[src/rtl/acc_feeder_pkg.sv]
// Shared definitions for the accelerator feeder: CPU register offsets,
// accelerator command offsets, CTRL/STATUS bit positions and the FSM states.
package acc_feeder_pkg;

  // CPU register offsets
  localparam logic [3:0] REG_SRC    = 4'd0;
  localparam logic [3:0] REG_LEN    = 4'd1;
  localparam logic [3:0] REG_CTRL   = 4'd2;
  localparam logic [3:0] REG_STATUS = 4'd3;
  localparam logic [3:0] REG_RESULT = 4'd4;

  // Accelerator command offsets
  localparam logic [3:0] ACC_DATA  = 4'd0;
  localparam logic [3:0] ACC_READ  = 4'd1;
  localparam logic [3:0] ACC_CLEAR = 4'd2;

  // CTRL / STATUS bit positions
  localparam int CTRL_START_BIT  = 0;
  localparam int CTRL_IRQCLR_BIT = 1;
  localparam int STAT_BUSY_BIT   = 0;
  localparam int STAT_DONE_BIT   = 1;

  // Sequencer states
  typedef enum logic [2:0] {
    ST_IDLE   = 3'd0,
    ST_CLR    = 3'd1,
    ST_STREAM = 3'd2,
    ST_RDREQ  = 3'd3,
    ST_RDCAP  = 3'd4
  } state_e;

endpackage

[src/rtl/acc_feeder_regs.sv]
// CPU register file and read-back mux for the accelerator feeder.
// Optional feature macro: ACC_FEEDER_IRQ_EN (irq flag set on completion,
// cleared by CTRL bit1). Without it irq is tied low and CTRL bit1 is ignored.
//
// CPU port handshake: cpu_en is a single-cycle request strobe with no
// backpressure; cpu_we selects write. A read request in cycle N returns its
// data on cpu_dout in cycle N+1; cpu_dout is 0 in every other cycle.
module acc_feeder_regs
  import acc_feeder_pkg::*;
#(
  parameter int ADDR_W = 12,
  parameter int LEN_W  = 16
) (
  input  logic              clk,
  input  logic              rst_n,
  input  logic [3:0]        cpu_addr_i,
  input  logic              cpu_en_i,
  input  logic              cpu_we_i,
  input  logic [31:0]       cpu_din_i,
  output logic [31:0]       cpu_dout_o,
  input  logic              busy_i,
  input  logic              cap_i,
  input  logic [31:0]       cap_data_i,
  output logic              start_o,
  output logic [ADDR_W-1:0] src_o,
  output logic [LEN_W-1:0]  len_o,
  output logic              irq_o
);

  logic              wr_en;
  logic              rd_en;
  logic              ctrl_wr;
  logic [ADDR_W-1:0] src_q;
  logic [LEN_W-1:0]  len_q;
  logic [31:0]       result_q;
  logic              done_q;
  logic [31:0]       rdata_d;
  logic [31:0]       cpu_dout_q;
  logic              unused_din;

  assign wr_en   = cpu_en_i & cpu_we_i;
  assign rd_en   = cpu_en_i & ~cpu_we_i;
  assign ctrl_wr = wr_en && (cpu_addr_i == REG_CTRL);
  // Start only counts when the sequencer is idle; while busy it is dropped.
  assign start_o = ctrl_wr && cpu_din_i[CTRL_START_BIT] && !busy_i;
  assign src_o   = src_q;
  assign len_o   = len_q;
  // Upper data bits beyond the register widths are intentionally dropped.
  assign unused_din = ^cpu_din_i;

  // SRC/LEN are frozen while a transfer is in flight
  always_ff @(posedge clk or negedge rst_n) begin
    if (!rst_n) begin
      src_q <= '0;
      len_q <= '0;
    end else if (wr_en && !busy_i) begin
      if (cpu_addr_i == REG_SRC) src_q <= cpu_din_i[ADDR_W-1:0];
      if (cpu_addr_i == REG_LEN) len_q <= cpu_din_i[LEN_W-1:0];
    end
  end

  // RESULT and done: captured at completion, done cleared by an accepted start
  always_ff @(posedge clk or negedge rst_n) begin
    if (!rst_n) begin
      result_q <= '0;
      done_q   <= 1'b0;
    end else if (cap_i) begin
      result_q <= cap_data_i;
      done_q   <= 1'b1;
    end else if (start_o) begin
      done_q   <= 1'b0;
    end
  end

`ifdef ACC_FEEDER_IRQ_EN
  logic irq_q;

  // Interrupt flag: completion sets it and wins over a same-cycle clear
  always_ff @(posedge clk or negedge rst_n) begin
    if (!rst_n) begin
      irq_q <= 1'b0;
    end else if (cap_i) begin
      irq_q <= 1'b1;
    end else if (ctrl_wr && cpu_din_i[CTRL_IRQCLR_BIT]) begin
      irq_q <= 1'b0;
    end
  end

  assign irq_o = irq_q;
`else
  assign irq_o = 1'b0;
`endif

  // Read mux: unmapped offsets and non-read cycles return 0
  always_comb begin
    rdata_d = '0;
    if (rd_en) begin
      case (cpu_addr_i)
        REG_SRC:    rdata_d = 32'(src_q);
        REG_LEN:    rdata_d = 32'(len_q);
        REG_STATUS: begin
          rdata_d[STAT_BUSY_BIT] = busy_i;
          rdata_d[STAT_DONE_BIT] = done_q;
        end
        REG_RESULT: rdata_d = result_q;
        default:    rdata_d = '0;
      endcase
    end
  end

  // Registered read data, one cycle after the request
  always_ff @(posedge clk or negedge rst_n) begin
    if (!rst_n) cpu_dout_q <= '0;
    else        cpu_dout_q <= rdata_d;
  end

  assign cpu_dout_o = cpu_dout_q;

endmodule

[src/rtl/acc_feeder.sv]
// Accelerator feeder: streams LEN words from data memory starting at SRC into
// the min-accelerator, then reads back and latches the minimum into RESULT.
// Optional feature macro: ACC_FEEDER_IRQ_EN enables the completion interrupt.
module acc_feeder
  import acc_feeder_pkg::*;
#(
  parameter int ADDR_W = 12,
  parameter int LEN_W  = 16
) (
  input  logic              clk,
  input  logic              rst_n,
  input  logic [3:0]        cpu_addr,
  input  logic              cpu_en,
  input  logic              cpu_we,
  input  logic [31:0]       cpu_din,
  output logic [31:0]       cpu_dout,
  output logic              mem_en,
  output logic [ADDR_W-1:0] mem_addr,
  input  logic [31:0]       mem_rdata,
  output logic              acc_en,
  output logic              acc_we,
  output logic [3:0]        acc_addr,
  output logic [31:0]       acc_din,
  input  logic [31:0]       acc_dout,
  output logic              irq
);

  state_e            state_q, state_d;
  logic [LEN_W-1:0]  cnt_q, cnt_d;
  logic [LEN_W:0]    cnt_nxt;
  logic              busy;
  logic              start;
  logic              cap;
  logic              last_push;
  logic              more_reads;
  logic              len_zero;
  logic [ADDR_W-1:0] src;
  logic [LEN_W-1:0]  len;

  acc_feeder_regs #(
    .ADDR_W (ADDR_W),
    .LEN_W  (LEN_W)
  ) u_regs (
    .clk        (clk),
    .rst_n      (rst_n),
    .cpu_addr_i (cpu_addr),
    .cpu_en_i   (cpu_en),
    .cpu_we_i   (cpu_we),
    .cpu_din_i  (cpu_din),
    .cpu_dout_o (cpu_dout),
    .busy_i     (busy),
    .cap_i      (cap),
    .cap_data_i (acc_dout),
    .start_o    (start),
    .src_o      (src),
    .len_o      (len),
    .irq_o      (irq)
  );

  // cnt_q counts words already pushed; word cnt_q+1 is the next one to read.
  assign busy       = (state_q != ST_IDLE);
  assign len_zero   = (len == '0);
  assign cnt_nxt    = {1'b0, cnt_q} + {{LEN_W{1'b0}}, 1'b1};
  assign last_push  = (cnt_nxt == {1'b0, len});
  assign more_reads = (cnt_nxt < {1'b0, len});

  // State and word-counter registers
  always_ff @(posedge clk or negedge rst_n) begin
    if (!rst_n) begin
      state_q <= ST_IDLE;
      cnt_q   <= '0;
    end else begin
      state_q <= state_d;
      cnt_q   <= cnt_d;
    end
  end

  // Next-state and counter update
  always_comb begin
    state_d = state_q;
    cnt_d   = cnt_q;
    case (state_q)
      ST_IDLE: begin
        if (start) state_d = ST_CLR;
      end
      ST_CLR: begin
        cnt_d   = '0;
        state_d = len_zero ? ST_RDREQ : ST_STREAM;
      end
      ST_STREAM: begin
        cnt_d = cnt_nxt[LEN_W-1:0];
        if (last_push) state_d = ST_RDREQ;
      end
      ST_RDREQ: state_d = ST_RDCAP;
      ST_RDCAP: state_d = ST_IDLE;
      default:  state_d = ST_IDLE;
    endcase
  end

  // Memory and accelerator command outputs, decoded from the current state
  always_comb begin
    mem_en   = 1'b0;
    mem_addr = '0;
    acc_en   = 1'b0;
    acc_we   = 1'b0;
    acc_addr = '0;
    acc_din  = '0;
    cap      = 1'b0;
    case (state_q)
      ST_CLR: begin
        acc_en   = 1'b1;
        acc_we   = 1'b1;
        acc_addr = ACC_CLEAR;
        if (!len_zero) begin
          mem_en   = 1'b1;
          mem_addr = src;
        end
      end
      ST_STREAM: begin
        acc_en   = 1'b1;
        acc_we   = 1'b1;
        acc_addr = ACC_DATA;
        acc_din  = mem_rdata;
        if (more_reads) begin
          mem_en   = 1'b1;
          mem_addr = src + ADDR_W'(cnt_nxt);
        end
      end
      ST_RDREQ: begin
        acc_en   = 1'b1;
        acc_addr = ACC_READ;
      end
      ST_RDCAP: cap = 1'b1;
      default: ;
    endcase
  end

endmodule

[config.mk]
export PLATFORM = sky130hd
export DESIGN_NAME = acc_feeder
export DESIGN_NICKNAME = d
export VERILOG_FILES = /design/src/rtl/acc_feeder_pkg.sv /design/src/rtl/acc_feeder_regs.sv /design/src/rtl/acc_feeder.sv
export SDC_FILE = /design/constraint.sdc
export NUM_CORES = 1
export LEC_CHECK = 0
export BUFFER_PORTS_ARGS = -buffer_cell sky130_fd_sc_hd__buf_4
export CAP_MARGIN = 0
export CORE_AREA = 2 2 121 123
export CTS_BUF_LIST = sky130_fd_sc_hd__clkbuf_16
export CTS_CLUSTER_DIAMETER = 30
export DETAILED_ROUTE_END_ITERATION = 8
export DIE_AREA = 0 0 123 125
export PLACE_DENSITY_LB_ADDON = 0.15
export SETUP_SLACK_MARGIN = 0.05
export SLEW_MARGIN = 20
export SYNTH_ARGS = -nofsm -noshare
export SYNTH_HDL_FRONTEND = slang
export SYNTH_HIERARCHICAL = 1
export SYNTH_SLANG_ARGS = --single-unit
[constraint.sdc]
create_clock -name clk -period 3.7 [get_ports clk]
set_clock_uncertainty 0.05 [all_clocks]
set_input_delay 0.37 -clock clk [delete_from_list [all_inputs] [get_ports clk]]
set_output_delay 0.37 -clock clk [all_outputs]
set_load 0.02 [all_outputs]
=== Word level (Yosys, flattened, before mapping) ===
Index checks and enable logic that the tools add are counted.

* Bits of input ports: 104
* Logic and storage cells: 61
* Output and inout bits: 84
* Bits in registers: 112

* Mux-type cells: 21
* Bitwise logic cells: 3
* Magnitude comparators: 1
* Reductions and logical operators: 16
* Equal/unequal tests: 11
* Add/subtract/negate cells: 2

{| class="wikitable"
|+ Operator list
! operator !! count
|-
| 30-bit case mux with 3 select lines || 1
|-
| 32-bit 2-to-1 mux || 2
|-
| 16-bit case mux with 2 select lines || 1
|-
| 12-bit 2-to-1 mux || 2
|-
| 12-bit case mux with 2 select lines || 1
|-
| 16-bit by 1-bit adder with 17-bit output, second input constant || 1
|-
| 17-bit by 16-bit equality test with 1-bit output || 1
|-
| 17-bit by 16-bit < comparator with 1-bit output || 1
|-
| 16-bit zero test || 1
|-
| 12-bit adder || 1
|-
| 3-bit case mux with 4 select lines || 1
|-
| 4-bit by 2-bit equality test with 1-bit output, second input constant || 2
|-
| 1-bit 2-to-1 mux || 8
|-
| 2-bit case mux with 4 select lines || 1
|-
| 3-bit by 2-bit equality test with 1-bit output, second input constant || 2
|-
| 3-bit 2-to-1 mux || 2
|-
| 2-bit AND reduction || 3
|-
| 4-bit by 1-bit equality test with 1-bit output, second input constant || 1
|-
| 4-bit by 3-bit equality test with 1-bit output, second input constant || 1
|-
| 1-bit logical AND || 4
|-
| 4-bit zero test || 1
|-
| 2-bit != test, second input constant || 2
|-
| 2-bit case mux with 2 select lines || 1
|-
| 2-bit nonzero test || 2
|-
| other kinds (10) || 11
|}

=== Depth between registers and ports, before layout ===
* Depth in word-level cells: 6
* Mapped depth: 12
* Mapped depth without buffers: 12

=== Cells and area by module ===
Netlist, hierarchy kept.

{| class="wikitable"
|+ Modules (own cells, without submodules)
! module !! instances !! cells an instance !! area each (um^2) !! sequential area each (um^2)
|-
| acc_feeder_regs || 1 || 247 || 3703.6 || 2327.2
|-
| acc_feeder || 1 || 321 || 2458.6 || 475.5
|}

=== Least setup slack after synthesis ===
OpenSTA, ideal clock, no wires.

* Kind: reg2out
* Start: reg cnt_q[0]
* End: out mem_addr[3]
* Setup slack: 285 ps
* Cell stages (with the launch flop): 12
* Arrival time: 2995 ps
* Required time: 3280 ps
* Buffers on the path: 0
* Cell sequence: dfrtp_1 ha_1 nand4_1 nor3_1 and3_1 xor2_1 ha_1 nand2_1 nor3_1 a211oi_2 inv_2 o21ai_0

* Cells in the longest elaborated chain, start to end: 4
* Elaborated cells between the ends (all ways): 5
* Those cells by class: 2 x add/sub; 1 x order compare; 2 x mux

{| class="wikitable"
|+ Ends and longest elaborated chain
! what !! RTL line !! source
|-
| start: declaration || acc_feeder.sv:29 || <nowiki>logic [LEN_W-1:0] cnt_q, cnt_d;</nowiki>
|-
| start signal: assignment || acc_feeder.sv:74 || <nowiki>cnt_q <= cnt_d;</nowiki>
|-
| 16-bit by 1-bit adder with 17-bit output * || acc_feeder.sv:63 || <nowiki>assign cnt_nxt = {1'b0, cnt_q} + {{LEN_W{1'b0}}, 1'b1};</nowiki>
|-
| 17-bit by 16-bit < comparator with 1-bit output / 12-bit adder (equally long branches) || acc_feeder.sv:65, acc_feeder.sv:126 ||
|-
| 12-bit 2-to-1 mux * || acc_feeder.sv:124 || <nowiki>if (more_reads) begin</nowiki>
|-
| 12-bit case mux with 2 select lines * || acc_feeder.sv:109 || <nowiki>case (state_q)</nowiki>
|-
| end: declaration || acc_feeder.sv:18 || <nowiki>output logic [ADDR_W-1:0] mem_addr,</nowiki>
|}

Every way passes the cells marked *; elsewhere a longest branch is shown, timed or not.

=== Worst setup path after layout ===
* Start: reg cnt_q[0]
* End: out mem_addr[11]

The elaborated chain is that of the path after synthesis.

==> metrics.md <==
| Metric | Value |
|---|---|
| Status | finished, final reports clean |
| Pre-CTS worst setup slack | around 0.13 ns |
| Post-synth top area share | between 40% and 50% |
| HPWL Detailed | 12000 µm |
| FF/Latch Area | 0.00281 mm² |
| Skew-Pair Late Insertion Delay | between 0.3 and 0.4 ns |
| Synth top cells by count | dfrtp_1 (112), mux2_2 (56), and2_1 (50), nand2_1 (29), nor2_1 (29) |
| Final WS setup | 0.0133 ns |
| Final setup violation count | 0 |
| Initial cell density of the core | about 43% |
| Seq/Total Area, Yosys | 45.5% |
| CTS root buffer | clkbuf_16 |
| Die W | 123 µm |
| Minimum clock period | around 3.7 ns |
| Worst-path cell chain | ha_2 -> nand4_1 -> buf_6 -> nor2_4 -> xor2_2 -> buf_4 -> ha_4 -> a21o_1 -> o2111ai_2 -> nand3_2 -> a31o_1 -> mux2_4 -> buf_6 |
| Cell count of the worst reg-to-reg path | 13 |
| Slew HR | 44.1% |
| Critical Path AT | between 3 and 4 ns |
| Netlist Area Pre-Place | slightly above 0.006 mm² |
| Static leakage | a little over 4 nW |
| Vias in the first global route | slightly above 5000 |
| Area growth, synth to finish | 35.2% |
| Largest delay share family, worst path | compound AO/OA/AOI/OAI gates |
| Most frequent cell after synthesis | dfrtp_1 |
| Ys Warns | 6 |
| Asr flop ratio synth | 100% |
| ANT cells | 0 |
| EDFF count, synth | 0 |
| Hold slack | 0.00835 ns |
| Overflow after GRT | 0 |
| Synth Register Bits | 112 |
| Drt pass-1 iters | 5 |
| Largest net degree at the start of global routing | 88 |
| Pin slew with the least headroom to its limit | 0.838 ns |
| Ys flop type | dfrtp_1 |
| Crit start category | flip-flop |
| Vias per cell | 5.36 |
| Worst min path class | input pin to async pin |
| Mapped Cells | about 570 |
| Iter 0 DRT Violations | roughly 220 |
| Residual DRC | 0 |
| Syn Area/Cell | 10.8 µm² |
| MaxCap Viol Count | 0 |
| Final Net Count | 890 |
| IO buf count | ~170 |
| Power, Total | approximately 4.7 mW |
| CP Capture Type | output pin |
| IO Pins | between 150 and 200 |
| Pwr/cell area | 561 mW/mm² |
| Die Y | around 130 µm |
| Multi-input logic area | around 0.0033 mm² |
| Fin. max-slew vios | 0 |
| Routed WL | approximately 16000 µm |
| Req. time, crit path | ~3.3 ns |
| Worst vdd ir | between 0.4 and 0.5 mV |
| Final ANT Viol Nets | 0 |
| Fillcell total | between 1000 and 1500 |
| Clock Pin Slew Worst Setup and Hold Paths | roughly 0.070 ns |
| Total GRT Usage | a little over a fifth |
| Largest area contributor in the netlist | dfrtp_1 |
| FMAX | approximately 270 MHz |
| Site Rows | 44 |
| Share of layout cells above drive strength 1 | approximately 45% |
| Top post-synthesis cells by area | dfrtp_1 (45%), mux2_2 (10%), ha_1 (5.7%), and2_1 (5.1%), mux2_4 (2.7%) |
| Critical Path Stages | 13 |
| Cts bufs inserted | 9 |
| Die area | 0.0154 mm² |
| WP buf/inv | 3 |
| First-pass GRT wire length | around 25000 µm |
| CTS tree | built |
| Initial antenna violation count | 0 |
| Hold Fails Final Rpt | 0 |
| Fin crit share | 99.6% |
| Final RePlAce weighted congestion | between 0.8 and 0.9 |
| CP max stage cell | dfrtp_1 |
| Worst Path Max Fanout | 5 |
| Cell mode on critical path | buf_6 |
| Clock Tree Buf Depth | 2 |
| CTS sink count | 112 |
| CTS H-tree lvls | 3 |
| DR WL/cell | about 17 µm |
| Unrepaired setup endpoints after global routing | yes |
| Via count | 5061 |
| Core ar. | 0.0142 mm² |
| Worst stage delay on the critical path | just under 0.4 ns |
| Yosys cell types | 67 |
| WS Path Type | flip-flop to output pin |
==> layout by cell type (no fill, tap or decap), types with 4 or more instances in the layout <==
cell	count
xor2_1	6
a22o_1	10
a21oi_2	4
xnor2_1	7
a22oi_1	14
a21o_1	7
dfrtp_1	108
nor2_1	26
o211ai_1	4
nand2_1	27
and3_1	5
nand3_2	4
o21ai_0	19
and2_1	50
buf_4	192
nor4_1	4
clkbuf_16	9
mux2_2	56
xor2_2	5
nand3_1	10
o21ai_2	5
ha_1	22
ha_4	5
nand2b_1	7
o2bb2ai_1	6
nand4_1	5
dfrtp_2	4
inv_1	29
a21oi_1	14
buf_6	13
mux2_4	11
==> worst register-to-register path, stage by stage, from the launching register on <==
cell and delay [ns]:
dfrtp_1 0.39, ha_2 0.20, nand4_1 0.17, buf_6 0.18, nor2_4 0.15, xor2_2 0.11
ha_1 0.35, and4_4 0.23, nand2_2 0.05, buf_4 0.12, nand4b_1 0.18, a21oi_1 0.16
nor2_1 0.06, nor2_1 0.07
==> area by class of cell <==
class / instances / area share, %
inverters: 29 / 1.31
flip-flops and latches: 112 / 33.7
repair buffers: 205 / 19.1
multi-input cells: 400 / 40.0
clock buffers: 9 / 2.70
well taps: 184 / 2.76
clock inverters: 6 / 0.436
==> cell families after synthesis <==
| group | after synthesis | synth area share [%] |
|---|---|---|
| AO/OA/AOI/OAI | 106 | 11.7 |
| XOR/XNOR | 20 | 2.96 |
| adder cells (fa/ha/maj) | 29 | 6.01 |
| buffers and inverters | 57 | 4.43 |
| flip-flops | 112 | 45.5 |
| multiplexers | 67 | 12.9 |
| other | 2 | 0.122 |
| AND/OR/NAND/NOR | 175 | 16.4 |
==> final timing paths <==
kind | startpoint | slack [ns] | to
min | rst_n | 0.008 | u_regs/cpu_dout_o[26]$_DFF_PN0_
min in group clk | acc_dout[6] | 0.20 | u_regs/result_q[6]$_DFFE_PN0P_
min reg2reg | u_regs/result_q[23]$_DFFE_PN0P_ | 0.43 | u_regs/cpu_dout_o[23]$_DFF_PN0_
max | cnt_q[0]$_DFFE_PN0P_ | 0.01 | mem_addr[11]
max in group asynchronous | rst_n | 2.83 | u_regs/cpu_dout_o[20]$_DFF_PN0_
max reg2reg | cnt_q[0]$_DFFE_PN0P_ | 1.15 | state_q[0]$_DFFE_PN0P_
==> metrics by stage <==
| step | util (%) | std cells | setup TNS [ns] | instance area (µm²) |
|---|---|---|---|---|
| 6_report | 58.7 | 945 | 0 | 8330 |
| 4_1_cts | 56.7 | 936 | 0 | 8050 |
| 3_5_place_dp | 53.6 | 909 | 0 | 7610 |
| 2_1_floorplan | - | 569 | 0 | 6170 |
| 5_1_grt | 58.7 | 945 | -0.980 | 8330 |
| 3_3_place_gp | 53.6 | 909 | 0 | 7610 |
==> metal layers <==
layer  GRT usage, %  wire [µm]
met3           2.83        945
met5              0          0
met4           9.22        504
met2           34.4       7830
met1           27.3       6950
==> report_power, final <==
part | internal [mW] | leakage [nW] | switching [mW]
clock network | 0.451 | 0.129 | 0.437
registers | 1.48 | 1.46 | 0.260
logic | 1.01 | 2.45 | 1.04
==> timing repair <==
item	in CTS	in global routing
endpoints found under the setup margin	13	13
pin swaps	4	22
hold buffers	0	0
hold endpoints to repair	0	0
buffers inserted	12	9
gates resized for setup	25	47
==> state kept, by name, summed over array words and instances, names as in the netlist <==
register           flops
cnt_q                 16
u_regs/result_q       32
state_q                3
u_regs/len_o          16
u_regs/cpu_dout_o     32
u_regs/done_q          1
u_regs/src_o          12
(Power assumes the default switching activity.)
